File: src/rtl/subcode_sequencer.sv
// rtl/subcode_sequencer.sv - CD-ROM subchannel sync hunt, SCCK burst deserialiser and symbol FIFO
module subcode_sequencer #(
    parameter int SCCK_DIV   = 2,
    parameter int FIFO_DEPTH = 16,
    parameter int FRAME_LEN  = 98
) (
    input  logic                          CDAC,
    input  logic                          IFRST,
    input  logic                          EFFK,
    input  logic                          SCOR,
    input  logic                          SBCP,
    input  logic                          ENABLE,
    input  logic                          RD,
    input  logic                          CLR_ERR,
    output logic                          SCCK,
    output logic [8:0]                    RDATA,
    output logic                          EMPTY,
    output logic [$clog2(FIFO_DEPTH):0]   COUNT,
    output logic                          FRAME_DONE,
    output logic [2:0]                    ERR
);

    localparam int AW = $clog2(FIFO_DEPTH);
    localparam int CW = $clog2(FRAME_LEN);
    localparam logic [3:0]    DIV_LAST = 4'(SCCK_DIV - 1);
    localparam logic [CW-1:0] CNT_LAST = CW'(FRAME_LEN - 1);
    localparam logic [AW:0]   FIFO_FULL_CNT = (AW + 1)'(FIFO_DEPTH);

    typedef enum logic [2:0] {
        S_IDLE,
        S_HUNT,
        S_WAIT,
        S_SHIFT,
        S_PUSH
    } state_t;

    state_t         state_q;
    logic [2:0]     effk_sync_q;
    logic [2:0]     scor_sync_q;
    logic           effk_e_q;
    logic           scor_e_q;
    logic           scck_q;
    logic [3:0]     div_q;
    logic [2:0]     bit_q;
    logic [7:0]     shift_q;
    logic [CW-1:0]  cnt_q;
    logic           sync_pending_q;
    logic           frame_done_q;
    logic [2:0]     err_q;

    logic [8:0]     mem_q [FIFO_DEPTH];
    logic [AW:0]    wr_ptr_q;
    logic [AW:0]    rd_ptr_q;

    logic [AW:0]    count_w;
    logic           empty_w;
    logic           full_w;
    logic           push_req;
    logic           pop_ok;
    logic           push_ok;
    logic           in_frame;
    logic [2:0]     err_set_d;

    // Strobe synchronisers with registered rising-edge pulses
    always_ff @(posedge CDAC) begin
        if (IFRST) begin
            effk_sync_q <= 3'b000;
            scor_sync_q <= 3'b000;
            effk_e_q    <= 1'b0;
            scor_e_q    <= 1'b0;
        end else begin
            effk_sync_q <= {effk_sync_q[1:0], EFFK};
            scor_sync_q <= {scor_sync_q[1:0], SCOR};
            effk_e_q    <= effk_sync_q[1] & ~effk_sync_q[2];
            scor_e_q    <= scor_sync_q[1] & ~scor_sync_q[2];
        end
    end

    assign count_w  = wr_ptr_q - rd_ptr_q;
    assign empty_w  = (count_w == '0);
    assign full_w   = (count_w == FIFO_FULL_CNT);
    assign push_req = (state_q == S_PUSH) && ENABLE && !IFRST;
    assign pop_ok   = RD && !empty_w;
    // A full FIFO still accepts the symbol when the head is popped in the same cycle
    assign push_ok  = push_req && (!full_w || pop_ok);
    assign in_frame = (state_q == S_WAIT) || (state_q == S_SHIFT) || (state_q == S_PUSH);

    // Error events raised this cycle; only meaningful while capture is enabled
    always_comb begin
        err_set_d = 3'b000;
        if (ENABLE) begin
            if (scor_e_q && in_frame && (cnt_q != '0)) begin
                err_set_d[0] = 1'b1;
            end
            if (push_req && full_w && !pop_ok) begin
                err_set_d[1] = 1'b1;
            end
            if (effk_e_q && ((state_q == S_SHIFT) || (state_q == S_PUSH))) begin
                err_set_d[2] = 1'b1;
            end
        end
    end

    // Sequencer: sync hunt, SCCK burst generation, deserialisation and frame counting
    always_ff @(posedge CDAC) begin
        if (IFRST) begin
            state_q        <= S_IDLE;
            scck_q         <= 1'b0;
            div_q          <= '0;
            bit_q          <= '0;
            shift_q        <= '0;
            cnt_q          <= '0;
            sync_pending_q <= 1'b0;
            frame_done_q   <= 1'b0;
            err_q          <= '0;
        end else begin
            frame_done_q <= 1'b0;
            err_q        <= (CLR_ERR ? 3'b000 : err_q) | err_set_d;
            if (!ENABLE) begin
                state_q        <= S_IDLE;
                scck_q         <= 1'b0;
                div_q          <= '0;
                bit_q          <= '0;
                cnt_q          <= '0;
                sync_pending_q <= 1'b0;
            end else begin
                case (state_q)
                    S_IDLE: begin
                        state_q <= S_HUNT;
                    end
                    S_HUNT: begin
                        if (scor_e_q) begin
                            state_q        <= S_WAIT;
                            cnt_q          <= '0;
                            sync_pending_q <= 1'b1;
                        end
                    end
                    S_WAIT: begin
                        if (effk_e_q) begin
                            state_q <= S_SHIFT;
                            scck_q  <= 1'b1;
                            div_q   <= '0;
                            bit_q   <= '0;
                        end
                    end
                    S_SHIFT: begin
                        if (div_q == DIV_LAST) begin
                            div_q <= '0;
                            if (scck_q) begin
                                // Data is taken on the falling SCCK edge, MSB (P) first
                                scck_q  <= 1'b0;
                                shift_q <= {shift_q[6:0], SBCP};
                            end else if (bit_q == 3'd7) begin
                                state_q <= S_PUSH;
                            end else begin
                                scck_q <= 1'b1;
                                bit_q  <= bit_q + 3'd1;
                            end
                        end else begin
                            div_q <= div_q + 4'd1;
                        end
                    end
                    S_PUSH: begin
                        state_q        <= S_WAIT;
                        sync_pending_q <= 1'b0;
                        if (cnt_q == CNT_LAST) begin
                            cnt_q        <= '0;
                            frame_done_q <= 1'b1;
                        end else begin
                            cnt_q <= cnt_q + 1'b1;
                        end
                    end
                    default: begin
                        state_q <= S_IDLE;
                    end
                endcase
                // A resync restarts the frame; the in-flight symbol becomes symbol 0
                if (scor_e_q && in_frame) begin
                    cnt_q          <= '0;
                    sync_pending_q <= 1'b1;
                end
            end
        end
    end

    // FIFO pointers; occupancy is derived from their difference
    always_ff @(posedge CDAC) begin
        if (IFRST) begin
            wr_ptr_q <= '0;
            rd_ptr_q <= '0;
        end else begin
            if (pop_ok) begin
                rd_ptr_q <= rd_ptr_q + 1'b1;
            end
            if (push_ok) begin
                wr_ptr_q <= wr_ptr_q + 1'b1;
            end
        end
    end

    // FIFO storage write of the tagged symbol
    always_ff @(posedge CDAC) begin
        if (push_ok) begin
            mem_q[wr_ptr_q[AW-1:0]] <= {sync_pending_q, shift_q};
        end
    end

    assign SCCK       = scck_q;
    assign FRAME_DONE = frame_done_q;
    assign ERR        = err_q;
    assign COUNT      = count_w;
    assign EMPTY      = empty_w;
    assign RDATA      = empty_w ? 9'h000 : mem_q[rd_ptr_q[AW-1:0]];

endmodule

File: config.mk
export PLATFORM = sky130hd
export DESIGN_NAME = subcode_sequencer
export DESIGN_NICKNAME = d
export VERILOG_FILES = /design/src/rtl/subcode_sequencer.sv
export SDC_FILE = /design/constraint.sdc
export NUM_CORES = 1
export LEC_CHECK = 0
export BUFFER_PORTS_ARGS = -buffer_cell sky130_fd_sc_hd__buf_2
export CAP_MARGIN = 40
export CORE_MARGIN = 3
export CORE_UTILIZATION = 45
export DETAILED_ROUTE_END_ITERATION = 8
export GPL_TIMING_DRIVEN = 0
export SYNTH_ARGS = -nofsm -noshare
export SYNTH_HDL_FRONTEND = slang
export SYNTH_SLANG_ARGS = --single-unit
File: constraint.sdc
create_clock -name CDAC -period 9 [get_ports CDAC]
set_input_delay 0 -clock CDAC [delete_from_list [all_inputs] [get_ports CDAC]]
set_output_delay 0 -clock CDAC [all_outputs]
set_load 0.03 [all_outputs]
==> metrics.txt, run 1 <==
# IOs 28; die area 0.0200 sq mm; synthesis-to-layout area growth 13.6%; clk slew on worst S/H paths 0.07 ns; max-cap viol count 0; first-pass GRT wire length 25.2 mm; initial drt markers 356; WP data arrival 3.56 ns; commonest non-fill, non-tap cell in the layout edfxtp_1; worst setup margin 5.52 ns; VDD IR-drop max 0.155 mV; initial antenna violation count 0; WL final 15.6 mm; crit start category register; Routed WL per cell 19.4 um; total track usage 16.6%; final core utilization 53.2%; clock skew 0.00623 ns; final hold violations 0; Post-CTS Setup Bufs 0; Post-synth ARST share 0%; RSZ-0062 raised after global routing no; Die Y 142 um; fraction of layout cells with a size suffix above 1 20.2%; CP Class reg -> reg; total grt overflow 0; setup TNS 0 ns; Tmin final 3.48 ns; routability cong. 0.790; Finished Layout Cells 800; Clk pwr share 33.0%; Core Region 0.0177 sq mm; Worst R2R Setup Slack 5.52 ns; vias in the first global route 4484; register area 0.00539 sq mm; Rows 48; fillers 1462; Post-Syn Nets 532; Static Leakage 3.53 nW; combinational share of power 25.2%; DRC viols 0; P per Cell Area 250 mW/mm^2; DR vias 4367; hold slack 0.0835 ns; hold crit path type in -> reg; DPL Wire Length 10.8 mm; synthesized cell area 0.00827 sq mm; switching pwr 0.686 mW; pre-CTS setup slack 5.61 ns; clk buf depth 2; H-tree lvl count 4; status complete, no violations; max-slew violation count 0; synth warn 0; PortBufs 27; Worst-Skew Late Latency 0.43 ns; Antenna Diode Count 0; largest net degree at the start of global routing 19; Mapped Avg Cell Area 16.3 sq um; Layout Nets 587; f_max 287 MHz; Resize count post-CTS 0; Clock Sinks 197; WP data required 9.08 ns; library cells used by synthesis 53; Sw Share 29.3%; Slew Limit Headroom 53.4%; placed cells 761; initial core utilization 46.8%; most frequent cells in the layout edfxtp_1 (144), dfxtp_1 (53), nor2_1 (43), buf_2 (34), mux4_2 (24); register share of total power 41.7%; Post-synth EDFFs 144; Tcrit/Tclk final 38.7%; vias per cell 5.46; root buffer cell clkbuf_16; P_int 1.66 mW; #FFs+latches synth 197; Syn Inst Count 507; area of the multi-input gates 0.00268 sq mm; Setup Viol. Count Final 0; Crit Path Max Fanout 10; crit end category register; die width 142 um; Worst-Margin Slew 0.699 ns; Inserted Clock Buffers 17; sequential fraction of the synthesis area 65.1%; CTS tree done; Synth Flop Type edfxtp_1; Routed Antenna Nets 0; 1st-pass router iterations 4
-- cell type report --
class	count	share of cell area, %
plain buffers	20	1.64
clock buffers	22	5.51
clock inverters	10	1.11
inverters	14	0.559
multi-input cells	276	28.5
flip-flops and latches	197	57.3
well taps	225	3.00
repair buffers	36	2.38
-- cell usage after synthesis, drive strengths merged, types with 8 or more instances --
cell	instances	area (sq um)
edfxtp	144	4320
dfxtp	53	1060
mux4	44	1070
nor2	43	161
nor2b	23	204
nand2	21	78.8
ha	16	200
buf	15	135
a21oi	14	73.8
inv	14	52.6
mux2i	13	130
and3	12	75.1
nand2b	9	56.3
nand4	8	50.1
xor2	8	70.1
-- timing repair --
| action | in CTS | in global routing |
|---|---|---|
| hold endpoints to repair | 7 | 0 |
| endpoints found under the setup margin | 0 | 0 |
| hold buffers | 7 | 0 |
-- power by group through the flow --
stage | registers (mW) | clock network [mW] | logic [mW]
detailed placement | 1.00 | 0 | 0.599
global route | 0.981 | 0.828 | 0.635
floorplan | 0.996 | 0 | 0.465
CTS | 0.980 | 0.790 | 0.603
finish | 0.979 | 0.775 | 0.591
global placement | 0.999 | 0 | 0.591
-- flip-flops by register name, indices dropped and copies added, names as in the netlist, named ones only --
name	count
bit_q	3
ERR	3
state_q	3
rd_ptr_q	5
mem_q	144
effk_sync_q	3
sync_pending_q	1
effk_e_q	1
scor_e_q	1
shift_q	8
SCCK	1
FRAME_DONE	1
scor_sync_q	3
wr_ptr_q	5
cnt_q	7
div_q	4
-- final timing paths --
kind,start,end,depth (start not counted)
min reg2reg,effk_sync_q[2],effk_e_q,1
min,RD,rd_ptr_q[1],3
max reg2reg,wr_ptr_q[0],mem_q[5][1],10
max,wr_ptr_q[0],mem_q[5][1],10
-- layer usage --
| layer | vias to the layer above | track usage, % | routed length [um] |
|---|---|---|---|
| met1 | 2225 | 22.9 | 7270 |
| met4 | 0 | 5.45 | 170 |
| met2 | 70 | 26.7 | 7600 |
| li1 | 2059 | - | - |
| met5 | - | 0 | 0 |
| met3 | 13 | 3.20 | 517 |
-- worst max-delay path, cell delays in order (launching register included) --
cell and delay [ns]:
dfxtp_1 0.44, inv_1 0.13, ha_1 0.25, fa_1 0.51, inv_1 0.06, or3_1 0.38, o31ai_1 0.29, buf_2 0.29
a21oi_1 0.13, clkbuf_1 0.22, and3_1 0.45
-- stage by stage --
| stage | instance area (sq um) | power, mW |
|---|---|---|
| after floorplan | 8270 | 1.46 |
| final | 9400 | 2.35 |
| after global placement | 8690 | 1.59 |
| after CTS | 9400 | 2.37 |
| after global routing | 9400 | 2.44 |
| after detailed placement | 8700 | 1.60 |
-- logic make-up (layout without fill, tap and decap cells) --
group	count (synthesis)	in the layout	share of synthesized area, %
and+or+nand+nor	141	141	9.58
AOI/OAI and AO/OA	41	41	3.34
xor gates and xnor gates	13	13	1.38
DFF	197	197	65.1
muxes	64	64	15.4
adders and majority gates	17	17	2.66
buffers and inverters	34	102	2.50
(Power assumes the default switching activity.)
==> inputs of run 2 (changes only) <==
==> constraint.sdc (replaced) <==
create_clock -name CDAC -period 3.1 [get_ports CDAC]
set_input_delay 0 -clock CDAC [delete_from_list [all_inputs] [get_ports CDAC]]
set_output_delay 0 -clock CDAC [all_outputs]
set_load 0.03 [all_outputs]
==> run 2 against run 1 <==
Effect of this change:
- clock power grew to 2.7 times the previous value
- sequential cell count is the same
- count of clock-buffer cells in the layout decreased by 4
- via count grew 0.50%
- largest power group unchanged
- sequential share of layout area down 0.26 points
- register-to-register slack worse by 5.4 ns
- sequential power grew to 2.9 times the previous value
- critical path type unchanged
- combinational power rose to 3.3 times the previous value
- final area increased by 0.55%
==> metrics.txt, run 2 (same netlist as run 1, synthesis figures left out) <==
CTS tree done; VDD IR-drop max 0.584 mV; fraction of layout cells with a size suffix above 1 24.4%; Inserted Clock Buffers 17; PortBufs 27; Worst-Skew Late Latency 0.43 ns; Crit Path Max Fanout 10; Antenna Diode Count 0; P per Cell Area 731 mW/mm^2; crit end category register; placed cells 761; final hold violations 0; cell area after layout 0.00945 sq mm; commonest non-fill, non-tap cell in the layout edfxtp_1; Rows 48; initial antenna violation count 0; most frequent cells in the layout edfxtp_1 (144), dfxtp_1 (51), nor2_1 (43), buf_2 (31), mux4_2 (24); die area 0.0200 sq mm; WP data arrival 3.08 ns; Placement Cell Area 0.00871 sq mm; Static Leakage 3.54 nW; Routed WL per cell 19.4 um; vias in the first global route 4382; worst hold path stage count 4; Slew Limit Headroom 48.1%; Die Y 142 um; Tcrit/Tclk final 96.4%; DPL Wire Length 10.4 mm; hold crit path type in -> reg; RSZ-0062 raised after global routing yes; WP data required 3.19 ns; DRC viols 0; CP Class reg -> reg; initial drt markers 186; largest net degree at the start of global routing 19; Tmin final 2.99 ns; synthesis-to-layout area growth 14.3%; DR vias 4389; max-cap viol count 0; clk buf depth 2; vias per cell 5.47; root buffer cell clkbuf_16; max-slew violation count 0; area of the multi-input gates 0.00273 sq mm; H-tree lvl count 4; fillers 1430; die width 142 um; # IOs 28; Worst-Margin Slew 0.769 ns; initial core utilization 46.8%; routability cong. 0.812; WL final 15.6 mm; Worst R2R Setup Slack 0.11 ns; crit start category register; first-pass GRT wire length 24.6 mm; status complete, no violations; Routed Antenna Nets 0; Setup Viol. Count Final 0; clk slew on worst S/H paths 0.07 ns; 1st-pass router iterations 4; Finished Layout Cells 802; Core Region 0.0177 sq mm; f_max 335 MHz; clock skew 0.00887 ns; total grt overflow 0; Clock Sinks 197; Layout Nets 589; max reg flops 144; register area 0.00539 sq mm; r2r worst-path depth 10; total track usage 16.4%
-- run 2: cell count changes in the layout (fill, tap and decap cells not counted), sizes merged --
cell / change
dlygate4sd3: -1
clkdlybuf4s15: -1
clkbuf: -3
clkinv: +4
buf: +3
-- run 2: path summary, 6_finish.rpt --
path                       start     endpoint
hold / removal                RD     register
setup / recovery     wr_ptr_q[0]  mem_q[5][0]
hold reg to reg   effk_sync_q[2]     effk_e_q
setup reg to reg     wr_ptr_q[0]  mem_q[5][0]
-- run 2: cell type report --
| class | instances | area share, % |
|---|---|---|
| tap | 225 | 2.98 |
| buffer | 20 | 1.75 |
| multi-input combinational | 276 | 28.9 |
| sequential | 197 | 57.1 |
| inverter | 14 | 0.556 |
| timing repair buffer | 38 | 2.66 |
| clock inverter | 14 | 1.52 |
| clock buffer | 18 | 4.54 |
-- run 2: routing by layer --
metal | vias to the layer above | part of all wire [%] | track usage, %
li1 | 2072 | - | -
met1 | 2223 | 47 | 23.4
met2 | 71 | 47 | 25.2
met3 | 23 | 3.6 | 3.40
met4 | 0 | 1.8 | 5.86
met5 | - | 0 | 0
-- run 2: what timing repair did --
action / CTS / global route
hold buffers: 6 / 0
endpoints found under the setup margin: 129 / 126
buffers inserted: 2 / 0
endpoints found under the hold margin: 7 / 0
resized for setup: 17 / 13
cloned: 0 / 1
pin swaps: 0 / 1
-- run 2: per-stage QoR --
step	setup WS, ns	hold slack (ns)	power [mW]	util (%)	setup TNS [ns]
after detailed placement	-0.201	0.216	4.63	49.3	-13.38
after global routing	-0.0446	0.0909	7.18	53.5	-1.33
after global placement	-0.160	0.213	4.62	49.3	-12.36
after floorplan	0.110	0.0791	4.26	-	0
after CTS	-0.0110	0.0646	6.82	53.2	-0.0252
final	0.113	0.0929	6.90	53.5	0
-- run 2: critical path, stage by stage (launching register included) --
cell and delay [ns]:
dfxtp_4 0.38, inv_2 0.06, ha_2 0.19, fa_1 0.41, xnor2_2 0.27, a211o_1 0.18
o31ai_4 0.09, buf_6 0.14, a21oi_1 0.18, clkbuf_1 0.28, and3_2 0.46
-- run 2: where the power goes --
part	switching, mW	internal [mW]	total [mW]
combinational	1.06	0.885	1.94
clock	0.985	1.13	2.12
sequential	0.0280	2.81	2.84
==> inputs of run 3 (changes only) <==
--- a/config.mk
+++ b/config.mk
@@ -10,6 +10,7 @@
 export CORE_MARGIN = 3
 export CORE_UTILIZATION = 45
 export DETAILED_ROUTE_END_ITERATION = 8
+export GPL_ROUTABILITY_DRIVEN = 1
 export GPL_TIMING_DRIVEN = 0
 export SYNTH_ARGS = -nofsm -noshare
 export SYNTH_HDL_FRONTEND = slang
==> constraint.sdc (replaced) <==
create_clock -name CDAC -period 2.7 [get_ports CDAC]
set_input_delay 0 -clock CDAC [delete_from_list [all_inputs] [get_ports CDAC]]
set_output_delay 0 -clock CDAC [all_outputs]
set_load 0.03 [all_outputs]
==> run 3 against run 2 <==
Effect of this change:
- the flow now finishes with violations (negative setup slack)
- critical endpoint is now RDATA[7]
- sequential cell count stayed put
- final area is 5.7% higher
- highest routed layer unchanged
- utilization is 3.0 points higher
- largest power group unchanged
- largest cell class unchanged
- sequential share of layout area is 3.0 points lower
==> metrics.txt, run 3 (same netlist as run 1, synthesis figures left out) <==
Die Y 142 um; Rows 48; clk slew on worst S/H paths 0.07 ns; clock skew 0.0108 ns; initial drt markers 432; fillers 1416; status finished, violations left; max-slew violation count 0; largest net degree at the start of global routing 19; highest cell delay on the worst timing path 0.54 ns; initial antenna violation count 0; final hold violations 0; max reg flops 144; crit start category register; Tcrit/Tclk final 107%; met2 Use GR 31.0%; CTS tree done; die width 142 um; WP data required 2.70 ns; max-cap viol count 0; Layout Nets 618; synthesis-to-layout area growth 20.7%; Antenna Diode Count 0; critical path cell sequence inv_4, ha_4, fa_2, inv_2, or3_4, o31ai_4, buf_4, and2_4, buf_12, a211oi_2, buf_4; Clock Sinks 197; Worst-Skew Late Latency 0.44 ns; die area 0.0200 sq mm; cell area after layout 0.00998 sq mm; Crit Path Max Fanout 5; hold slack 0.0920 ns; vias per cell 5.70; violated checks negative setup slack; RSZ-0062 raised after global routing yes; total grt overflow 0; P per Cell Area 850 mW/mm^2; DRC viols 0; worst setup margin -0.187 ns; Slew Limit Headroom 49.9%; most frequent CP cell buf_4; M1 GR Usage 26.9%; H-tree lvl count 4; routability cong. 0.810; met3 usage 4.45%; WP data arrival 2.89 ns; commonest non-fill, non-tap cell in the layout edfxtp_1; CP Class reg -> out; initial core utilization 46.8%; vias in the first global route 4710; crit end category primary output; PortBufs 27; Worst-Margin Slew 0.749 ns; DR vias 4733; Static Leakage 3.71 nW; root buffer cell clkbuf_16; hold crit path type in -> reg; fraction of layout cells with a size suffix above 1 30.9%; Tmin final 2.89 ns; Inserted Clock Buffers 17; most frequent cells in the layout edfxtp_1 (144), dfxtp_1 (49), nor2_1 (42), buf_2 (24), mux4_2 (24); Core Region 0.0177 sq mm; VDD IR-drop max 1.03 mV; slowest CP cell fa_2; Setup Viol. Count Final 160; gr busiest metal met2; DPL Wire Length 11.0 mm; placed cells 760; Routed WL per cell 22.4 um; total track usage 19.4%; Placement Cell Area 0.00878 sq mm; WL final 18.6 mm; # IOs 28; f_max 346 MHz; 1st-pass router iterations 4; clk buf depth 2; first-pass GRT wire length 28.5 mm; Routed Antenna Nets 0; Finished Layout Cells 831
run 3: worst max-delay path, delay by kind of cell, from the launching register on:
| family | cells | cell delay [ns] |
|---|---|---|
| adder cells (fa/ha/maj) | 2 | 0.69 |
| buffers and inverters | 5 | 0.57 |
| AND/OR/NAND/NOR | 2 | 0.57 |
| flip-flops | 1 | 0.37 |
| AO/OA/AOI/OAI | 2 | 0.24 |
run 3: per-stage QoR:
stage               TNS (ns)  utilization, %  total power, mW  setup slack [ns]
floorplan             -0.831               -             4.92           -0.0210
global placement      -37.78            49.7             5.36            -0.440
detailed placement    -50.35            49.7             5.39            -0.512
CTS                   -29.19            56.0             8.49            -0.316
global route          -20.31            56.5             8.79            -0.242
finish                -12.48            56.5             8.48            -0.187
run 3: cell type report:
type | count | area, sq um | share of cell area, %
buffer | 20 | 173 | 1.73
multi-input combinational | 290 | 3040 | 30.4
inverter | 14 | 55.1 | 0.552
sequential | 197 | 5390 | 54.0
tap | 225 | 282 | 2.82
timing repair buffer | 53 | 474 | 4.75
clock inverter | 14 | 139 | 1.39
clock buffer | 18 | 429 | 4.30
run 3: routing by layer:
| metal | wire [um] | vias to the layer above | part of all wire, % |
|---|---|---|---|
| li1 | - | 2164 | - |
| met1 | 8360 | 2440 | 45 |
| met2 | 9180 | 114 | 49 |
| met3 | 855 | 15 | 4.6 |
| met4 | 209 | 0 | 1.1 |
| met5 | 0 | - | 0 |
run 3: worst paths after layout:
kind                       start     endpoint  slack, ns  cells past startpoint
setup / recovery     wr_ptr_q[0]     RDATA[7]      -0.19                     11
setup reg to reg     wr_ptr_q[0]  mem_q[0][1]      -0.14                     12
hold reg to reg   scor_sync_q[2]     scor_e_q       0.39                      1
hold / removal                RD  rd_ptr_q[1]       0.09                      3
run 3: power by group:
group / internal (mW) / leakage, nW / switching [mW]
registers: 3.23 / 1.98 / 0.0323
logic: 1.38 / 1.46 / 1.40
clock network: 1.30 / 0.272 / 1.14
total: 5.91 / 3.71 / 2.58
run 3: what timing repair did:
action,in CTS,in global routing
resized for setup,74,14
hold buffers,6,0
cloned,18,0
endpoints found under the setup margin,164,169
setup buffers,10,6
pin swaps,9,7
endpoints found under the hold margin,7,0
